`config.mk`:
```
export PLATFORM = sky130hd
export DESIGN_NAME = div_issue_unit
export DESIGN_NICKNAME = d
export VERILOG_FILES = /design/src/rtl/div_pkg.sv /design/src/rtl/div_result_fifo.sv /design/src/rtl/div_issue_unit.sv
export SDC_FILE = /design/constraint.sdc
export NUM_CORES = 1
export LEC_CHECK = 0
export CAP_MARGIN = 30
export CELL_PAD_IN_SITES_DETAIL_PLACEMENT = 1
export CELL_PAD_IN_SITES_GLOBAL_PLACEMENT = 1
export CORE_MARGIN = 3
export CORE_UTILIZATION = 40
export DETAILED_ROUTE_END_ITERATION = 8
export PLACE_DENSITY_LB_ADDON = 0.1
export SETUP_SLACK_MARGIN = 0.2
export SYNTH_ARGS = -nofsm -noshare
export SYNTH_HDL_FRONTEND = slang
export SYNTH_SLANG_ARGS = --single-unit
```
`constraint.sdc`:
```
create_clock -name clk -period 2.6 [get_ports clk]
set_input_delay 0.52 -clock clk [delete_from_list [all_inputs] [get_ports clk]]
set_output_delay 0.52 -clock clk [all_outputs]
set_load 0.02 [all_outputs]
```
`src/rtl/div_pkg.sv`:
```
// ---------------------------------------------------------------------------
// div_pkg
// Shared definitions for the divider issue stage: default widths, the FSM
// state encoding, the result record carried through the result FIFO and the
// quotient value reported for a divide-by-zero.
// ---------------------------------------------------------------------------
package div_pkg;

    localparam int DIV_N    = 19;   // default operand/result width
    localparam int DIV_TAGW = 4;    // default user tag width

    typedef enum logic [1:0] {
        IDLE    = 2'd0,
        WAIT    = 2'd1,
        CAPTURE = 2'd2
    } div_state_t;

    typedef struct packed {
        logic [DIV_N-1:0]    quotient;
        logic [DIV_N-1:0]    remainder;
        logic [DIV_TAGW-1:0] tag;
        logic                dbz;
    } div_result_t;

    // Quotient reported when the divisor is zero (all ones).
    localparam logic [DIV_N-1:0] DBZ_QUOTIENT = '1;

endpackage

```
`src/rtl/div_result_fifo.sv`:
```
// ---------------------------------------------------------------------------
// div_result_fifo
// First-word-fall-through FIFO for completed division results. Storage is a
// register array; the head entry is presented combinationally from the read
// pointer so a result is visible the cycle after it is pushed.
//
// Ports:
//   clk        in   clock, rising edge
//   rst        in   asynchronous active-high reset (empties the FIFO)
//   push       in   write push_data (ignored when full)
//   push_data  in   entry to write
//   pop        in   discard head entry (ignored when empty)
//   head_data  out  head entry, all zeros while empty
//   full       out  DEPTH entries held
//   empty      out  no entries held
//   count      out  number of entries held
// ---------------------------------------------------------------------------
module div_result_fifo
    import div_pkg::*;
#(
    parameter int  DEPTH = 4,               // power of two, >= 2
    parameter type T     = div_result_t
) (
    input  logic                     clk,
    input  logic                     rst,
    input  logic                     push,
    input  T                         push_data,
    input  logic                     pop,
    output T                         head_data,
    output logic                     full,
    output logic                     empty,
    output logic [$clog2(DEPTH):0]   count
);

    localparam int AW = $clog2(DEPTH);

    logic [AW-1:0] r_wr_ptr;
    logic [AW-1:0] r_rd_ptr;
    logic [AW:0]   r_count;
    T              r_mem [DEPTH];

    logic w_do_push;
    logic w_do_pop;

    assign w_do_push = push && !full;
    assign w_do_pop  = pop && !empty;

    // Pointers are exactly AW bits wide, so incrementing wraps modulo DEPTH.
    always_ff @(posedge clk or posedge rst) begin
        if (rst) begin
            r_wr_ptr <= '0;
            r_rd_ptr <= '0;
            r_count  <= '0;
        end else begin
            if (w_do_push) begin
                r_wr_ptr <= r_wr_ptr + 1'b1;
            end
            if (w_do_pop) begin
                r_rd_ptr <= r_rd_ptr + 1'b1;
            end
            case ({w_do_push, w_do_pop})
                2'b10:   r_count <= r_count + 1'b1;
                2'b01:   r_count <= r_count - 1'b1;
                default: r_count <= r_count;   // idle, or push+pop together
            endcase
        end
    end

    // Storage carries no reset; stale contents are masked by the empty flag.
    generate
        for (genvar gi = 0; gi < DEPTH; gi++) begin : g_mem
            always_ff @(posedge clk) begin
                if (w_do_push && (r_wr_ptr == AW'(gi))) begin
                    r_mem[gi] <= push_data;
                end
            end
        end
    endgenerate

    assign empty     = (r_count == '0);
    assign full      = (r_count == (AW + 1)'(DEPTH));
    assign count     = r_count;
    assign head_data = empty ? T'('0) : r_mem[r_rd_ptr];

endmodule

```
`src/rtl/div_issue_unit.sv`:
```
// ---------------------------------------------------------------------------
// div_issue_unit
// Issue stage in front of a combinational unsigned divider. One operation is
// in flight at a time: the operands are registered onto div_dividend /
// div_divisor and held for SETTLE cycles (multicycle path) before the
// divider's quotient/remainder are sampled into a result FIFO. A zero divisor
// bypasses the divider and produces {all ones, dividend} with dbz set.
//
// Ports:
//   clk, rst                      clock / asynchronous active-high reset
//   in_valid, in_ready            request handshake
//   in_dividend, in_divisor       operands
//   in_tag                        user tag returned with the result
//   div_dividend, div_divisor     registered operands driving the divider
//   div_quotient, div_remainder   divider outputs, sampled after settling
//   out_valid, out_ready          result handshake (FWFT)
//   out_quotient, out_remainder   result data
//   out_tag, out_dbz              result tag and divide-by-zero flag
//   busy                          operation in flight or results pending
// ---------------------------------------------------------------------------
module div_issue_unit
    import div_pkg::*;
#(
    parameter int N      = DIV_N,
    parameter int SETTLE = 4,        // legal range 1..15
    parameter int DEPTH  = 4,        // power of two, >= 2
    parameter int TAGW   = DIV_TAGW
) (
    input  logic            clk,
    input  logic            rst,
    input  logic            in_valid,
    output logic            in_ready,
    input  logic [N-1:0]    in_dividend,
    input  logic [N-1:0]    in_divisor,
    input  logic [TAGW-1:0] in_tag,
    output logic [N-1:0]    div_dividend,
    output logic [N-1:0]    div_divisor,
    input  logic [N-1:0]    div_quotient,
    input  logic [N-1:0]    div_remainder,
    output logic            out_valid,
    input  logic            out_ready,
    output logic [N-1:0]    out_quotient,
    output logic [N-1:0]    out_remainder,
    output logic [TAGW-1:0] out_tag,
    output logic            out_dbz,
    output logic            busy
);

    // Result record sized by this instance's parameters.
    typedef struct packed {
        logic [N-1:0]    quotient;
        logic [N-1:0]    remainder;
        logic [TAGW-1:0] tag;
        logic            dbz;
    } res_t;

    localparam logic [3:0] CNT_INIT = 4'(SETTLE - 1);

    div_state_t       r_state;
    div_state_t       w_state_next;
    logic [3:0]       r_cnt;
    logic [3:0]       w_cnt_next;
    logic [N-1:0]     r_dividend;
    logic [N-1:0]     r_divisor;
    logic [TAGW-1:0]  r_tag;
    logic             r_dbz;

    logic                   w_accept;
    logic                   w_push;
    logic                   w_full;
    logic                   w_empty;
    logic [$clog2(DEPTH):0] w_fifo_count;
    res_t                   w_push_data;
    res_t                   w_head;

    // Accepting only with FIFO space guarantees CAPTURE always has room.
    assign in_ready = !rst && (r_state == IDLE) && !w_full;
    assign w_accept = in_valid && in_ready;

    // ------------------------------------------------------------------
    // State, settle counter and operand/holding registers
    // ------------------------------------------------------------------
    always_ff @(posedge clk or posedge rst) begin
        if (rst) begin
            r_state <= IDLE;
            r_cnt   <= '0;
        end else begin
            r_state <= w_state_next;
            r_cnt   <= w_cnt_next;
        end
    end

    // Operands only move on an accepted request, so the divider inputs are
    // glitch-free for the whole WAIT/CAPTURE window.
    always_ff @(posedge clk or posedge rst) begin
        if (rst) begin
            r_dividend <= '0;
            r_divisor  <= '0;
            r_tag      <= '0;
            r_dbz      <= 1'b0;
        end else if (w_accept) begin
            r_dividend <= in_dividend;
            r_divisor  <= in_divisor;
            r_tag      <= in_tag;
            r_dbz      <= (in_divisor == '0);
        end
    end

    // ------------------------------------------------------------------
    // Next-state logic
    // ------------------------------------------------------------------
    always_comb begin
        w_state_next = r_state;
        w_cnt_next   = r_cnt;
        w_push       = 1'b0;
        case (r_state)
            IDLE: begin
                if (w_accept) begin
                    if (in_divisor == '0) begin
                        w_state_next = CAPTURE;
                    end else begin
                        w_state_next = WAIT;
                        w_cnt_next   = CNT_INIT;
                    end
                end
            end
            WAIT: begin
                // Counts SETTLE-1 down to 0: exactly SETTLE cycles in WAIT.
                if (r_cnt != '0) begin
                    w_cnt_next = r_cnt - 4'd1;
                end else begin
                    w_state_next = CAPTURE;
                end
            end
            CAPTURE: begin
                w_push       = 1'b1;
                w_state_next = IDLE;
            end
            default: begin
                w_state_next = IDLE;
            end
        endcase
    end

    // Divide-by-zero results never look at the divider outputs.
    always_comb begin
        w_push_data.tag = r_tag;
        w_push_data.dbz = r_dbz;
        if (r_dbz) begin
            w_push_data.quotient  = '1;
            w_push_data.remainder = r_dividend;
        end else begin
            w_push_data.quotient  = div_quotient;
            w_push_data.remainder = div_remainder;
        end
    end

    div_result_fifo #(
        .DEPTH (DEPTH),
        .T     (res_t)
    ) u_fifo (
        .clk       (clk),
        .rst       (rst),
        .push      (w_push),
        .push_data (w_push_data),
        .pop       (out_ready),
        .head_data (w_head),
        .full      (w_full),
        .empty     (w_empty),
        .count     (w_fifo_count)
    );

    assign div_dividend  = r_dividend;
    assign div_divisor   = r_divisor;
    assign out_valid     = !w_empty;
    assign out_quotient  = w_head.quotient;
    assign out_remainder = w_head.remainder;
    assign out_tag       = w_head.tag;
    assign out_dbz       = w_head.dbz;
    assign busy          = (r_state != IDLE) || !w_empty;

    a_no_overflow: assert property (@(posedge clk) disable iff (rst)
        !(w_push && w_full));

endmodule

```
==> flow_summary.yaml <==
pwr:
  p_total_mw: 14.91
  leak_pwr_nw: 4.790
  vdd_drop_max_mv: 0.5137
  powerDensity_mw_per_mm2: 1152
status:
  status: "complete, but fails checks"
  violations: "setup timing"
place:
  place.gp.congestion: 0.7483
  dpl_worst_slack_ns: 0.05505
  placed_cells_incl_taps: 972
  placement.io_buffers: 167
  placed_cell_area_mm2: 0.01178
  post-dp-hpwl_um: 14430
die:
  floorplan.die.width_um: 159.7
  die_height_um: 159.7
  floorplan.rows: 55
  floorplan.die_area_mm2: 0.02550
  io_pins: 168
  core_area_mm2: 0.02292
  initial_utilization_pct: 41.23
setup_path:
  cpMostUsedCell: "sky130_fd_sc_hd__buf_6"
  worstPathCellList: "buf_6 -> buf_16 -> mux4_2 -> and2_4 -> buf_6"
  cpPeakStageDelay_ns: 0.52
  worst_r2r_path_depth: 9
  crit-reg2reg-capture: "u_fifo.count[2]$_DFFE_PP0P_"
  setup.worst_path.end: "out_remainder[4]"
  worstPathRequired_ns: 2.08
  setup.reg_to_reg.worst_slack_ns: 0.34
  number_of_stages_on_the_worst_setup_path: 5
  cp.buffers_inverters: 3
  critPathCaptureType: "primary output"
  timing.rr.start: "u_fifo.count[1]$_DFFE_PP0P_"
  setup.worst_path.start: "u_fifo.r_rd_ptr[0]$_DFFE_PP0P_"
  timing.critical_path.slowest_stage_cell: "sky130_fd_sc_hd__dfrtp_4"
  critical_path.startpoint_type: "flip-flop"
  critical_path.max_fanout: 7
  worstPathArrival_ns: 2.09
  timing_worst_setup_path_type: "reg -> out"
  worst_path_dominant_cell_family: "flip-flops"
synth:
  sequential_element_share_of_the_synthesized_area_pct: 69.50
  synth.area.top_cells: "sky130_fd_sc_hd__edfxtp_1 55%, sky130_fd_sc_hd__dfrtp_1 15%, sky130_fd_sc_hd__mux4_2 10%"
  dominantRegCellSynth: "sky130_fd_sc_hd__edfxtp_1"
  edff_count_synth: 172
  synth_area_per_cell_um2: 19.32
  ys.warnings.count: 0
  synthCells: 489
  synth.lib_cells_used.distinct: 40
  postSynthNetCount: 580
  synth_largest_area_cell: "sky130_fd_sc_hd__edfxtp_1"
  post-synth-top-count-cell: "sky130_fd_sc_hd__edfxtp_1"
  ys_ff_latch: 228
  netlist.area_leader.share_pct: 54.67
  synth_common_cells: "172 x sky130_fd_sc_hd__edfxtp_1, 56 x sky130_fd_sc_hd__dfrtp_1, 48 x sky130_fd_sc_hd__and2_1"
  netlist_area_mm2: 0.009448
  async_reset_ff_share_pct: 24.56
sta:
  finalWorstPathRequiredPeriod_ns: 2.609
  max-slew-margin-rel_pct: 54.68
  hold_violation_total_from_the_final_report: 0
  min_period_over_period_pct: 100.3
  rsz_0062_raised_after_global_routing: "true"
  fmax_ghz: 0.3833
  final-setup-viol-count: 7
  timing_max_transition_violations_final: 0
  worst_clock_skew_ns: 0.01291
  worst-slew-pin-transition_ns: 0.6710
  setup_slack_ns: -0.008813
grt:
  first_global_vias: 5984
  grt_remaining_overflow: 0
  grt_usage_pct: 17.46
  grt_start_max_net_pins: 44
  global_route_wire_length_before_repair_um: 34860
  grt_antenna_before_repair: 0
drt:
  drt_pre_antenna_iters: 4
  drt.antenna.violating_nets: 0
  post-route-drc-count: 0
  wl_per_cell_um: 21.56
  total_wire_length_um: 22120
  routed_via_density: 4.998
  routed-via-count: 5128
  drt_first_iter_violations: 227
clock_tree:
  master_cell_of_the_clock_root_buffer: "sky130_fd_sc_hd__clkbuf_16"
  clkTransAtPathRegs_ns: 0.07
  max_clock_buf_depth: 3
  tritoncts.num_buffers: 24
  clk-insertion-delay-late_ns: 0.51
  tritoncts: "done"
  htreeDepth: 1
  cts_num_sinks: 228
flow_run:
  timing.max_cap.violations: 0
finish:
  final_core_util_pct: 56.48
  layout.nets: 786
  syn_to_final_growth_pct: 37.00
  finish.cell_count_without_fillers: 1026
  final_layout_size_suffix_gt1_share_pct: 42.64
  fin_area_mm2: 0.01294
  count_of_inserted_antenna_diode_cells: 0
  fill_cells: 2072
min_path:
  min_path_type: "in -> async"
==> kinds of logic (layout without fill, tap and decap cells) <==
kind of cell | after synthesis | count (layout) | synth area share (%)
adders and majority gates | 7 | 7 | 1.006
AOI/OAI and AO/OA | 12 | 12 | 0.9668
and+or+nand+nor | 93 | 93 | 6.291
muxes | 107 | 107 | 19.41
buffers and inverters | 36 | 260 | 2.265
xor gates and xnor gates | 6 | 6 | 0.5563
DFF | 228 | 228 | 69.50
==> final cells by class <==
| cell class | instances | area (µm²) | area share [%] |
|---|---|---|---|
| timing repair buffer | 204 | 2330 | 18.00 |
| clock buffer | 31 | 689.4 | 5.326 |
| inverter | 12 | 45.04 | 0.3480 |
| clock inverter | 13 | 120.1 | 0.9280 |
| multi-input combinational | 225 | 2795 | 21.59 |
| tap | 313 | 391.6 | 3.026 |
| sequential | 228 | 6573 | 50.78 |
==> layer usage <==
| layer | share of wire, % | GRT usage [%] | vias to the layer above |
|---|---|---|---|
| met5 | 0 | 0 | - |
| met4 | 1.1 | 3.741 | 0 |
| met3 | 5.0 | 3.787 | 20 |
| met2 | 52 | 30.63 | 147 |
| met1 | 42 | 22.44 | 2665 |
| li1 | - | - | 2296 |
==> worst min-delay path by stage <==
stage	from	end	slack (ns)	cells past startpoint
after detailed placement	u_fifo.count[2]$_DFFE_PP0P_	u_fifo.count[2]$_DFFE_PP0P_	0.47	1
after floorplan	u_fifo.count[2]$_DFFE_PP0P_	u_fifo.count[2]$_DFFE_PP0P_	0.45	1
after global placement	u_fifo.count[2]$_DFFE_PP0P_	u_fifo.count[2]$_DFFE_PP0P_	0.46	1
after CTS	rst	div_dividend[9]$_DFFE_PP0P_	0.37	2
final	rst	div_dividend[9]$_DFFE_PP0P_	0.38	2
after global routing	rst	div_dividend[9]$_DFFE_PP0P_	0.41	2
==> flip-flops by register name, summed over array words and instances, names as in the netlist <==
signal and cells:
r_state 2, div_divisor 19, u_fifo.r_rd_ptr 2, r_cnt 4
r_tag 4, u_fifo.count 3, div_dividend 19, u_fifo.r_wr_ptr 2
u_fifo.r_mem 172, r_dbz 1
==> through the flow <==
stage	TNS [ns]	hold slack (ns)
2_1_floorplan	0	0.4469
3_3_place_gp	0	0.4628
3_5_place_dp	0	0.4729
4_1_cts	-0.4761	0.3694
5_1_grt	-1.495	0.4130
6_report	-0.03720	0.3751
==> worst reg2reg max path: cells and delay by family (launching register included) <==
family / cells / cell delay, ns
xor+xnor: 2 / 0.31
fa+ha+maj: 2 / 0.62
simple gates: 3 / 0.51
flops: 1 / 0.43
buf+inv: 2 / 0.32
==> cell usage in the layout, fill, tap and decap left out, types with 11 or more instances in the layout <==
| master | count |
|---|---|
| sky130_fd_sc_hd__edfxtp_1 | 172 |
| sky130_fd_sc_hd__clkdlybuf4s50_1 | 121 |
| sky130_fd_sc_hd__dfrtp_1 | 53 |
| sky130_fd_sc_hd__buf_6 | 46 |
| sky130_fd_sc_hd__mux4_2 | 43 |
| sky130_fd_sc_hd__and2_4 | 43 |
| sky130_fd_sc_hd__mux2_4 | 39 |
| sky130_fd_sc_hd__clkbuf_16 | 26 |
| sky130_fd_sc_hd__mux2_2 | 24 |
| sky130_fd_sc_hd__buf_12 | 21 |
| sky130_fd_sc_hd__or2_2 | 19 |
| sky130_fd_sc_hd__inv_1 | 11 |
| sky130_fd_sc_hd__buf_4 | 11 |
==> repair_timing <==
| item | in CTS | in global routing |
|---|---|---|
| hold buffers | 0 | 0 |
| cloned | 3 | 0 |
| endpoints found under the setup margin | 47 | 45 |
| pin swaps | 6 | 0 |
| resized for setup | 319 | 3 |
| buffers inserted | 6 | 0 |
==> power breakdown <==
part / leakage (nW) / switching, mW / internal [mW] / total [mW]
Clock: 0.394 / 1.37 / 2.07 / 3.45
Combinational: 2.18 / 2.75 / 3.76 / 6.51
Sequential: 2.22 / 0.460 / 4.49 / 4.95
Note: power is estimated with default switching activity, not from simulation.
